$ cat src/rtl/mux4way_arbiter_pkg.sv
// Shared types and constants for the Mux4Way round-robin arbiter.
// Holds the FSM state encoding, the mux input indices and a decode helper.
package mux4way_arbiter_pkg;

   typedef enum logic {
      ST_IDLE  = 1'b0,
      ST_GRANT = 1'b1
   } state_t;

   localparam logic [1:0] IDX_A = 2'd0;
   localparam logic [1:0] IDX_B = 2'd1;
   localparam logic [1:0] IDX_C = 2'd2;
   localparam logic [1:0] IDX_D = 2'd3;

   function automatic logic [3:0] idx2onehot(input logic [1:0] idx);
      logic [3:0] oh;
      oh = 4'b0000;
      oh[idx] = 1'b1;
      return oh;
   endfunction

endpackage

$ cat src/rtl/mux4way_arbiter_pick.sv
// rr_pick4: combinational round-robin picker over four request bits.
// Ports: req[3:0], ptr[1:0] in; any (some bit set), idx[1:0] (first set bit at/after ptr) out.
module rr_pick4
   import mux4way_arbiter_pkg::*;
(
   input  logic [3:0] req,
   input  logic [1:0] ptr,
   output logic       any,
   output logic [1:0] idx
);

   logic [1:0] pos;

   // Walk from the farthest offset back to ptr so the nearest set bit wins.
   always_comb begin
      any = 1'b0;
      idx = IDX_A;
      pos = ptr;
      for (int i = 3; i >= 0; i--) begin
         pos = ptr + 2'(i);
         if (req[pos]) begin
            any = 1'b1;
            idx = pos;
         end
      end
   end

endmodule

$ cat src/rtl/mux4way_arbiter.sv
// Round-robin arbiter sharing one Mux4Way among four requesters with hold limit.
// Ports: clk, rst_n (sync, active-low), req[3:0] in; gnt[3:0], sel[1:0], busy out.
module mux4way_arbiter
   import mux4way_arbiter_pkg::*;
#(
   parameter int HOLD_MAX = 4,
   parameter int CNT_W    = 4
) (
   input  logic       clk,
   input  logic       rst_n,
   input  logic [3:0] req,
   output logic [3:0] gnt,
   output logic [1:0] sel,
   output logic       busy
);

   localparam logic [CNT_W-1:0] CNT_MAX = CNT_W'(HOLD_MAX - 1);

   state_t           state, state_n;
   logic [3:0]       gnt_n;
   logic [1:0]       sel_n;
   logic [1:0]       ptr, ptr_n;
   logic [CNT_W-1:0] cnt, cnt_n;

   logic             pick_any;
   logic [1:0]       pick_idx;
   logic             owner_req;
   logic             others_req;

   rr_pick4 u_pick (
      .req (req),
      .ptr (ptr),
      .any (pick_any),
      .idx (pick_idx)
   );

   // In GRANT, sel always holds the owner index.
   assign owner_req  = req[sel];
   assign others_req = |(req & ~gnt);

   always_ff @(posedge clk) begin
      if (!rst_n) begin
         state <= ST_IDLE;
         gnt   <= 4'b0000;
         sel   <= IDX_A;
         ptr   <= IDX_A;
         cnt   <= '0;
      end else begin
         state <= state_n;
         gnt   <= gnt_n;
         sel   <= sel_n;
         ptr   <= ptr_n;
         cnt   <= cnt_n;
      end
   end

   always_comb begin
      state_n = state;
      gnt_n   = gnt;
      sel_n   = sel;
      ptr_n   = ptr;
      cnt_n   = cnt;
      unique case (state)
         ST_IDLE: begin
            gnt_n = 4'b0000;
            if (pick_any) begin
               gnt_n   = idx2onehot(pick_idx);
               sel_n   = pick_idx;
               cnt_n   = '0;
               state_n = ST_GRANT;
            end
         end
         ST_GRANT: begin
            // Release and preempt both leave one idle cycle before the next owner.
            if (!owner_req || (cnt == CNT_MAX && others_req)) begin
               gnt_n   = 4'b0000;
               ptr_n   = sel + 2'd1;
               state_n = ST_IDLE;
            end else if (cnt != CNT_MAX) begin
               cnt_n = cnt + 1'b1;
            end
         end
         default: begin
            state_n = ST_IDLE;
            gnt_n   = 4'b0000;
         end
      endcase
   end

   assign busy = |gnt;

endmodule
$ cat config.mk
export PLATFORM = sky130hd
export DESIGN_NAME = mux4way_arbiter
export DESIGN_NICKNAME = d
export VERILOG_FILES = /design/src/rtl/mux4way_arbiter_pkg.sv /design/src/rtl/mux4way_arbiter_pick.sv /design/src/rtl/mux4way_arbiter.sv
export SDC_FILE = /design/constraint.sdc
export NUM_CORES = 1
export LEC_CHECK = 0
export CORE_MARGIN = 1
export CORE_UTILIZATION = 45
export DETAILED_ROUTE_END_ITERATION = 6
export PLACE_DENSITY = 0.76
export SLEW_MARGIN = 5
export SYNTH_ARGS = -nofsm -noshare
export SYNTH_HDL_FRONTEND = slang
export SYNTH_SLANG_ARGS = --single-unit
export TNS_END_PERCENT = 100
$ cat constraint.sdc
create_clock -name clk -period 2.3 [get_ports clk]
set_input_delay 0.23 -clock clk [delete_from_list [all_inputs] [get_ports clk]]
set_output_delay 0.23 -clock clk [all_outputs]
set_load 0.005 [all_outputs]
**Yosys cells after proc, flatten, opt, wreduce, memory -nomap -nowiden**

Cells that the tools add are included.

- Register bits: 13
- Latch bits: 0
- Bits in writable memories: 0
- ROM bits: 0
- Bits of input ports: 6
- Output and inout bits: 7
- Logic and storage cells: 65
- Memories kept: 0

- $add $sub $neg: 5
- $mul: 0
- Div/mod/pow operators: 0
- Order comparisons: 7
- Equal/unequal tests: 6
- Shift operators: 0
- Muxes and demuxes: 30
- Bitwise operators: 3
- Reductions and logical operators: 9

Operators with widths:

| kind | number |
|---|---|
| 4-bit 2-to-1 mux | 5 |
| 2-bit by 3-bit less-than comparator with 1-bit output, second input constant | 6 |
| 4-bit case mux with 2 select lines | 2 |
| 1-bit 2-to-1 mux | 12 |
| 1-bit binary-select mux with 2-bit select | 5 |
| 2-bit 2-to-1 mux | 4 |
| 4-bit OR reduction | 2 |
| 2-bit by 1-bit adder with 2-bit output, second input constant | 2 |
| 2-bit adder, second input constant | 2 |
| 4-bit by 1-bit adder with 4-bit output, second input constant | 1 |
| 4-bit bitwise AND | 1 |
| 4-bit by 2-bit == test with 1-bit output, second input constant | 1 |
| 2-bit by 1-bit != test with 1-bit output, second input constant | 2 |
| 2-bit != test, second input constant | 2 |
| 4-bit by 2-bit != test with 1-bit output, second input constant | 1 |
| 4-bit NOT | 1 |
| 2-bit AND reduction | 2 |
| 3-bit AND reduction | 1 |
| 1-bit demux with 2-bit select | 1 |
| 2-bit by 1-bit greater-or-equal comparator with 1-bit output, second input constant | 1 |
| 1-bit logical AND | 2 |
| 1-bit case mux with 2 select lines | 1 |
| 1-bit zero test | 1 |
| 1-bit logical OR | 1 |
| 1-bit NOT | 1 |

**Longest topological paths before layout**

Gate-level depths: netlist (run 1).

- Depth in word-level cells: 13
- Mapped depth: 6
- Mapped depth without buffers: 5

**Cells and area by module**

A second synthesis (run 1) with hierarchy kept.

- Cells, all modules: 92
- Area, all modules: 790.8 µm²

Modules (own cells, without submodules):

| module | times used | cells each | area an instance (µm²) | seq. area each (µm²) |
|---|---|---|---|---|
| mux4way_arbiter | 1 | 79 | 713.2 | 260.2 |
| rr_pick4 | 1 | 13 | 77.6 | 0.0 |

**Worst setup path before layout (run 1)**

Ideal clock, no wire load.

- Path type: register to register
- From: reg cnt[0]
- To: reg gnt[0]
- Arrival: 1.535 ns
- Path slack: 0.673 ns
- Stages on the path, launching flop included: 6
- Period minus slack after synthesis: 1.627 ns
- Path through: dfxtp_1 -> ha_1 -> or3b_2 -> a41oi_2 -> o32ai_1 -> o32ai_1

- Longest elaborated chain between the ends: 4

Ends and longest elaborated chain:

| what | RTL line | text |
|---|---|---|
| from (decl) | mux4way_arbiter.sv:23 | `logic [CNT_W-1:0] cnt, cnt_n;` |
| from (signal assigned) | mux4way_arbiter.sv:53 | `cnt <= cnt_n;` |
| 4-bit by 2-bit == test with 1-bit output | mux4way_arbiter.sv:75 | `if (!owner_req \|\| (cnt == CNT_MAX && others_req)) begin` |
| 1-bit logical AND | mux4way_arbiter.sv:75 |  |
| 1-bit logical OR | mux4way_arbiter.sv:75 |  |
| 2-bit by 1-bit != test with 1-bit output (no line) | - |  |
| to (signal assigned) | mux4way_arbiter.sv:50 | `gnt <= gnt_n;` |
| to (decl) | mux4way_arbiter.sv:12 | `output logic [3:0] gnt,` |

No other way between the ends.
A chain may end at the register's enable or synchronous reset.

**Worst setup path in the final report (run 1)**

- From: reg cnt[0]
- To: reg gnt[2]

The elaborated chain is that of the path after synthesis.

==> metrics.md, run 1 <==
| Metric | Value |
|---|---|
| CTS tree | `built` |
| Layout net count | `around 110` |
| Final setup vio count | `0` |
| Placed cell areas | `883 um2` |
| Non-Filler Instances | `roughly 120` |
| Initial antenna violation count | `0` |
| CTS clk-pin slew, worst paths | `around 0.080 ns` |
| DRT antenna net count | `0` |
| Initial drt markers | `8` |
| Setup TNS | `0 ns` |
| P per Cell Area | `~560 nW/um2` |
| Critical path's most frequent cell | `o32ai_1` |
| Critical-path top delay cell | `or3b_2` |
| First-pass GRT wire length | `just under 3000 um` |
| Commonest non-fill, non-tap cell in the layout | `dfxtp_1` |
| Starting Density | `between 40% and 50%` |
| RSZ-0062 raised after global routing | `false` |
| Clk buf depth | `2` |
| Router iterations before antenna repair | `4` |
| Clock Latency Late Sink | `roughly 0.28 ns` |
| Port bufs | `12` |
| Setup Buffers After CTS | `0` |
| IO Pins | `13` |
| Critical Path RT | `about 2.5 ns` |
| Worst path max stage delay | `0.50 ns` |
| DRC | `0` |
| Number of global-route vias before repair | `650` |
| Synth Area per Inst | `around 8.6 um2` |
| Root Driver | `clkbuf_4` |
| Die width | `between 40 and 50 um` |
| Max-Cap Viols | `0` |
| Status | `finished, final reports clean` |
| Worst path cell trace | `ha_1 > or3b_2 > a41oi_2 > o32ai_1 > o32ai_1` |
| Netlist cell types | `34` |
| Slew HR | `63.9%` |
| Total power | `slightly above 0.0005 W` |
| Std cell rows | `14` |
| Wire length per cell | `about 14 um` |
| Worst Setup Start Kind | `flip-flop` |
| Leakage | `~0.33 nW` |
| CTS resizes | `0` |
| # H-tree levels | `1` |
| Register area share after synthesis | `between 30% and 40%` |
| Critical path arrival | `around 2.1 ns` |
| Max-slew violation count | `0` |
| Post-route clock period utilization | `approximately 82%` |
| Worst hold path type | `flip-flop to flip-flop` |
| Total CTS buffers | `3` |
| Worst slew pin tran | `about 0.54 ns` |
| DIE HEIGHT | `roughly 43 um` |
| Crit end category | `flip-flop` |
| Share of layout cells above drive strength 1 | `between 10% and 20%` |
| Clk_skew | `between 0.002 and 0.003 ns` |
| Critical path class | `flip-flop to flip-flop` |
| Worst hold slack | `~0.50 ns` |
| Crit-path max FO | `5` |
| Area grow syn2layout | `19.0%` |
| Maximum vdd drop | `0.463 mV` |
| CORE AREA | `around 1500 um2` |
| Endpoints failing hold | `0` |
| Cells after Synth | `89` |
| Hold_buf cts | `0` |
| RePlAce Congestion | `around 0.87` |
| Final Critical Period | `between 1.5 and 2 ns` |
| Total Die Area | `between 1500 and 2000 um2` |
| GRT Overall Usage | `a little over a fifth` |
| Clock Sinks | `13` |
| Synth warn | `0` |
| Detailed placement HPWL | `1290 um` |
| Synth Net Count | `96` |
| Drt total wl | `1680 um` |
| Inserted Diodes | `0` |
| Largest net degree at the start of global routing | `19` |
| Final Cell Area | `910 um2` |
| Fmax | `530 MHz` |
| Vias | `about 700` |
| Commonest non-fill, non-tap cells in the layout | `dfxtp_1 (13), clkdlybuf4s50_1 (12), nand2_1 (10)` |
| Post-synthesis cell area | `between 700 and 800 um2` |
| Register bit total from synthesis | `13` |
| Placed insts | `~110` |
| Global route total overflow | `0` |
| Vias/cell | `6.06` |
[layer usage]
metal	track usage (%)	vias up	part of all wire, %
li1	-	354	-
met2	33.1	20	45
met1	28.1	324	47
met3	2.98	5	5.1
met5	0	-	0
met4	10.9	0	2.3
[kinds of logic after synthesis]
family | share of synthesized area [%]
and+or+nand+nor | 26.5
DFF | 34.0
adders and majority gates | 1.64
xor gates and xnor gates | 1.15
buffers and inverters | 3.76
AOI/OAI and AO/OA | 23.6
muxes | 9.33
[report_power, final]
| part | total [W] | internal (W) | switching, W |
|---|---|---|---|
| combinational | 0.000114 | 0.0000615 | 0.0000525 |
| sequential | 0.000253 | 0.000237 | 0.0000161 |
| clock | 0.000141 | 0.0000674 | 0.0000739 |
[worst max-delay path, delay by kind of cell (launching register included)]
kind / cells / cell delay (ns)
AO/OA/AOI/OAI: 3 / 0.76
adder cells (fa/ha/maj): 1 / 0.17
flip-flops: 1 / 0.37
AND/OR/NAND/NOR: 1 / 0.50
[metrics by stage]
step / utilization [%] / worst slack (ns)
detailed placement: 57.3 / 0.283
CTS: 59.0 / 0.405
global placement: 57.3 / 0.303
floorplan: - / 0.673
global route: 59.0 / 0.328
finish: 59.0 / 0.413
[cell type report]
type	instances	area, um2
inverter	2	7.51
multi-input combinational	69	475
clock buffer	4	26.3
tap	16	20.0
sequential	13	260
timing repair buffer	12	120
fill	136	632
[cell usage after synthesis, drive strengths merged]
master | count | share of area, %
o32ai | 3 | 3.4
o21a | 3 | 2.9
ha | 1 | 1.6
dfxtp | 13 | 34
nor2 | 5 | 2.5
clkbuf | 4 | 2.1
or2 | 2 | 1.6
o22ai | 1 | 0.82
nand3b | 1 | 0.98
o221a | 1 | 1.5
nor4 | 2 | 1.6
nand2 | 10 | 4.9
a21boi | 2 | 2.0
or4 | 1 | 0.98
or3 | 1 | 0.98
xor2 | 1 | 1.1
and2 | 3 | 2.5
o22a | 2 | 2.5
mux2i | 6 | 7.9
inv | 2 | 0.98
or3b | 1 | 1.1
nand2b | 7 | 6.1
or4b | 1 | 1.3
o21ai | 2 | 1.3
buf | 1 | 0.65
a21oi | 5 | 3.3
nand3 | 3 | 2.0
o221ai | 1 | 1.1
a32o | 2 | 2.6
a41oi | 1 | 2.1
mux2 | 1 | 1.5
[registers in the layout, summed over array words and instances (netlist names)]
name   count
sel        2
gnt        4
cnt        4
state      1
ptr        2
[worst paths after layout]
kind | startpoint | endpoint | slack (ns) | depth (start not counted)
setup / recovery | cnt[0]$_SDFFE_PN0P_ | gnt[2]$_SDFFE_PN0P_ | 0.41 | 5
hold / removal | cnt[3]$_SDFFE_PN0P_ | cnt[3]$_SDFFE_PN0P_ | 0.50 | 2
setup reg to reg | cnt[0]$_SDFFE_PN0P_ | gnt[2]$_SDFFE_PN0P_ | 0.41 | 5
hold reg to reg | cnt[3]$_SDFFE_PN0P_ | cnt[3]$_SDFFE_PN0P_ | 0.50 | 2
No activity file was read; power rests on OpenSTA's default activity.
==> run 2: changes to the inputs <==
==> constraint.sdc (replaced) <==
create_clock -name clk -period 1.95 [get_ports clk]
set_input_delay 0.195 -clock clk [delete_from_list [all_inputs] [get_ports clk]]
set_output_delay 0.195 -clock clk [all_outputs]
set_load 0.005 [all_outputs]
==> metrics.md, run 2 (synthesis gave the netlist of run 1 again) <==
| Metric | Value |
|---|---|
| Status | `finished, final reports clean` |
| Router iterations before antenna repair | `4 (unchanged)` |
| Initial antenna violation count | `0 (unchanged)` |
| Commonest non-fill, non-tap cell in the layout | `dfxtp_1` |
| Vias | `703 (unchanged)` |
| IO Pins | `13 (unchanged)` |
| Port bufs | `12 (unchanged)` |
| Layout net count | `113 (+4.6%)` |
| Clk buf depth | `2 (unchanged)` |
| Setup TNS | `0 ns (unchanged)` |
| Endpoints failing hold | `0 (unchanged)` |
| Max-Cap Viols | `0 (unchanged)` |
| Crit-path max FO | `5 (unchanged)` |
| Max-slew violation count | `0 (unchanged)` |
| Crit end category | `flip-flop` |
| DRC | `0 (unchanged)` |
| Share of layout cells above drive strength 1 | `16.2% (+4.2 points)` |
| CTS clk-pin slew, worst paths | `0.07 ns (about the same)` |
| Psw | `0.000167 W (+17%)` |
| Std cell rows | `14 (unchanged)` |
| Gate power share | `24.1% (+1.7 points)` |
| Critical Path RT | `2.13 ns (-0.36 ns)` |
| Reg power frac | `49.1% (-0.7 points)` |
| Critical-path top delay cell | `or3b_2` |
| Critical path's most frequent cell | `o32ai_1` |
| Clk_skew | `0.00213 ns (-0.000645 ns)` |
| GRT Overall Usage | `19.9% (-1.3 points)` |
| Vias/cell | `5.81 (-4.1%)` |
| Total Die Area | `1870 um2 (unchanged)` |
| Sw Ratio | `27.4% (-0.61 points)` |
| Drt total wl | `1620 um (-3.3%)` |
| Post-route clock period utilization | `93.0% (+11 points)` |
| Slew HR | `64.0% (about the same)` |
| # H-tree levels | `1 (unchanged)` |
| CTS tree | `built` |
| Total CTS buffers | `3 (unchanged)` |
| DRT antenna net count | `0 (unchanged)` |
| Worst hold path type | `flip-flop to flip-flop` |
| Clock Latency Late Sink | `0.27 ns (about the same)` |
| Worst path cell trace | `ha_1 > or3b_2 > a41oi_4 > o32ai_1 > o32ai_1` |
| Number of global-route vias before repair | `650 (unchanged)` |
| Critical path class | `flip-flop to flip-flop` |
| Worst slew pin tran | `0.538 ns (-0.000671 ns)` |
| Final Cell Area | `958 um2 (+5.4%)` |
| Leakage | `0.352 nW (+7.7%)` |
| Area grow syn2layout | `25.4%` |
| P per Cell Area | `634 nW/um2 (+13%)` |
| RSZ-0062 raised after global routing | `false` |
| Initial drt markers | `7 (-1)` |
| Reg2Reg Depth | `5 (unchanged)` |
| Hold path depth | `2 (unchanged)` |
| DIE HEIGHT | `43.2 um (unchanged)` |
| Die width | `43.2 um (unchanged)` |
| Setup Buffers After CTS | `0 (unchanged)` |
| Worst path max stage delay | `0.51 ns (about the same)` |
| Largest net degree at the start of global routing | `19 (unchanged)` |
| Maximum vdd drop | `0.439 mV (-5.2%)` |
| # fillers | `136 (unchanged)` |
| Detailed placement HPWL | `1260 um (-2.9%)` |
| Global route total overflow | `0 (unchanged)` |
| RePlAce Congestion | `0.851 (-2.7%)` |
| CORE AREA | `1540 um2 (unchanged)` |
| Worst Setup Start Kind | `flip-flop` |
| Inserted Diodes | `0 (unchanged)` |
| Biggest regs | `cnt: 4 flops, gnt: 4 flops` |
| Final setup vio count | `0 (unchanged)` |
| First-pass GRT wire length | `2700 um (-8.0%)` |
| Starting Density | `49.6% (unchanged)` |
| Commonest non-fill, non-tap cells in the layout | `dfxtp_1 (13), clkdlybuf4s50_1 (12), nand2_1 (10)` |
| Final Critical Period | `1.81 ns (-0.0732 ns)` |
| Final Core Density | `62.2% (+3.2 points)` |
| Pint | `0.000441 W (+20%)` |
| Critical path arrival | `2.00 ns (-0.07 ns)` |
| Clock Sinks | `13 (unchanged)` |
| Fmax | `551 MHz (+4.0%)` |
| Clock power share | `26.8% (-1.0 points)` |
| Root Driver | `clkbuf_4` |
| Wire length per cell | `13.4 um (-7.3%)` |
| Placed cell areas | `921 um2 (+4.2%)` |
## run 2: cell types whose count changed in the layout (fill, tap and decap cells not counted), sizes merged
cell  before  now
buf        0    5
## run 2: path summary, 6_finish.rpt
kind / from / end / slack [ns]
setup reg to reg: cnt[0]$_SDFFE_PN0P_ / gnt[0]$_SDFFE_PN0P_ / 0.14
hold / removal: cnt[1]$_SDFFE_PN0P_ / cnt[1]$_SDFFE_PN0P_ / 0.51
setup / recovery: cnt[0]$_SDFFE_PN0P_ / gnt[0]$_SDFFE_PN0P_ / 0.14
hold reg to reg: cnt[1]$_SDFFE_PN0P_ / cnt[1]$_SDFFE_PN0P_ / 0.51
## run 2: critical path, delay by kind of cell, from the launching register on
kind	cells	cell delay (ns)
compound gates	3	0.67
fa+ha+maj	1	0.17
flops	1	0.38
simple gates	1	0.51
## run 2: through the flow
stage	worst slack, ns	power [W]	instances	hold WS (ns)
after floorplan	0.323	0.000385	89	0.459
after global placement	0.109	0.000446	117	0.477
after detailed placement	0.0741	0.000448	117	0.490
after CTS	0.110	0.000614	121	0.508
after global routing	0.00516	0.000650	121	0.531
final	0.136	0.000607	121	0.507
## run 2: repair_timing
action,in CTS,in global routing
hold buffers,0,0
gates resized for setup,0,1
setup endpoints to repair,0,1
endpoints found under the hold margin,0,0
## run 2: layout make-up
type	count	area (um2)	area share, %
Clock buffer	4	26.3	2.74
Multi-Input combinational cell	69	487	50.8
Sequential cell	13	260	27.2
Inverter	2	7.51	0.783
Tap cell	16	20.0	2.09
Timing Repair Buffer	17	158	16.4
## run 2: power by group through the flow
stage	sequential [W]	clock (W)	combinational, W
finish	0.000298	0.000163	0.000146
global route	0.000301	0.000189	0.000161
CTS	0.000298	0.000172	0.000145
detailed placement	0.000304	0	0.000144
global placement	0.000303	0	0.000143
floorplan	0.000299	0	0.0000858
## run 2: per-layer routing
metal | vias to the layer above | routed length (um) | GRT usage (%)
met5 | - | 0 | 0
met4 | 0 | 36 | 12.7
met3 | 4 | 54 | 3.83
met2 | 13 | 777 | 31.9
met1 | 328 | 753 | 23.9
li1 | 358 | - | -
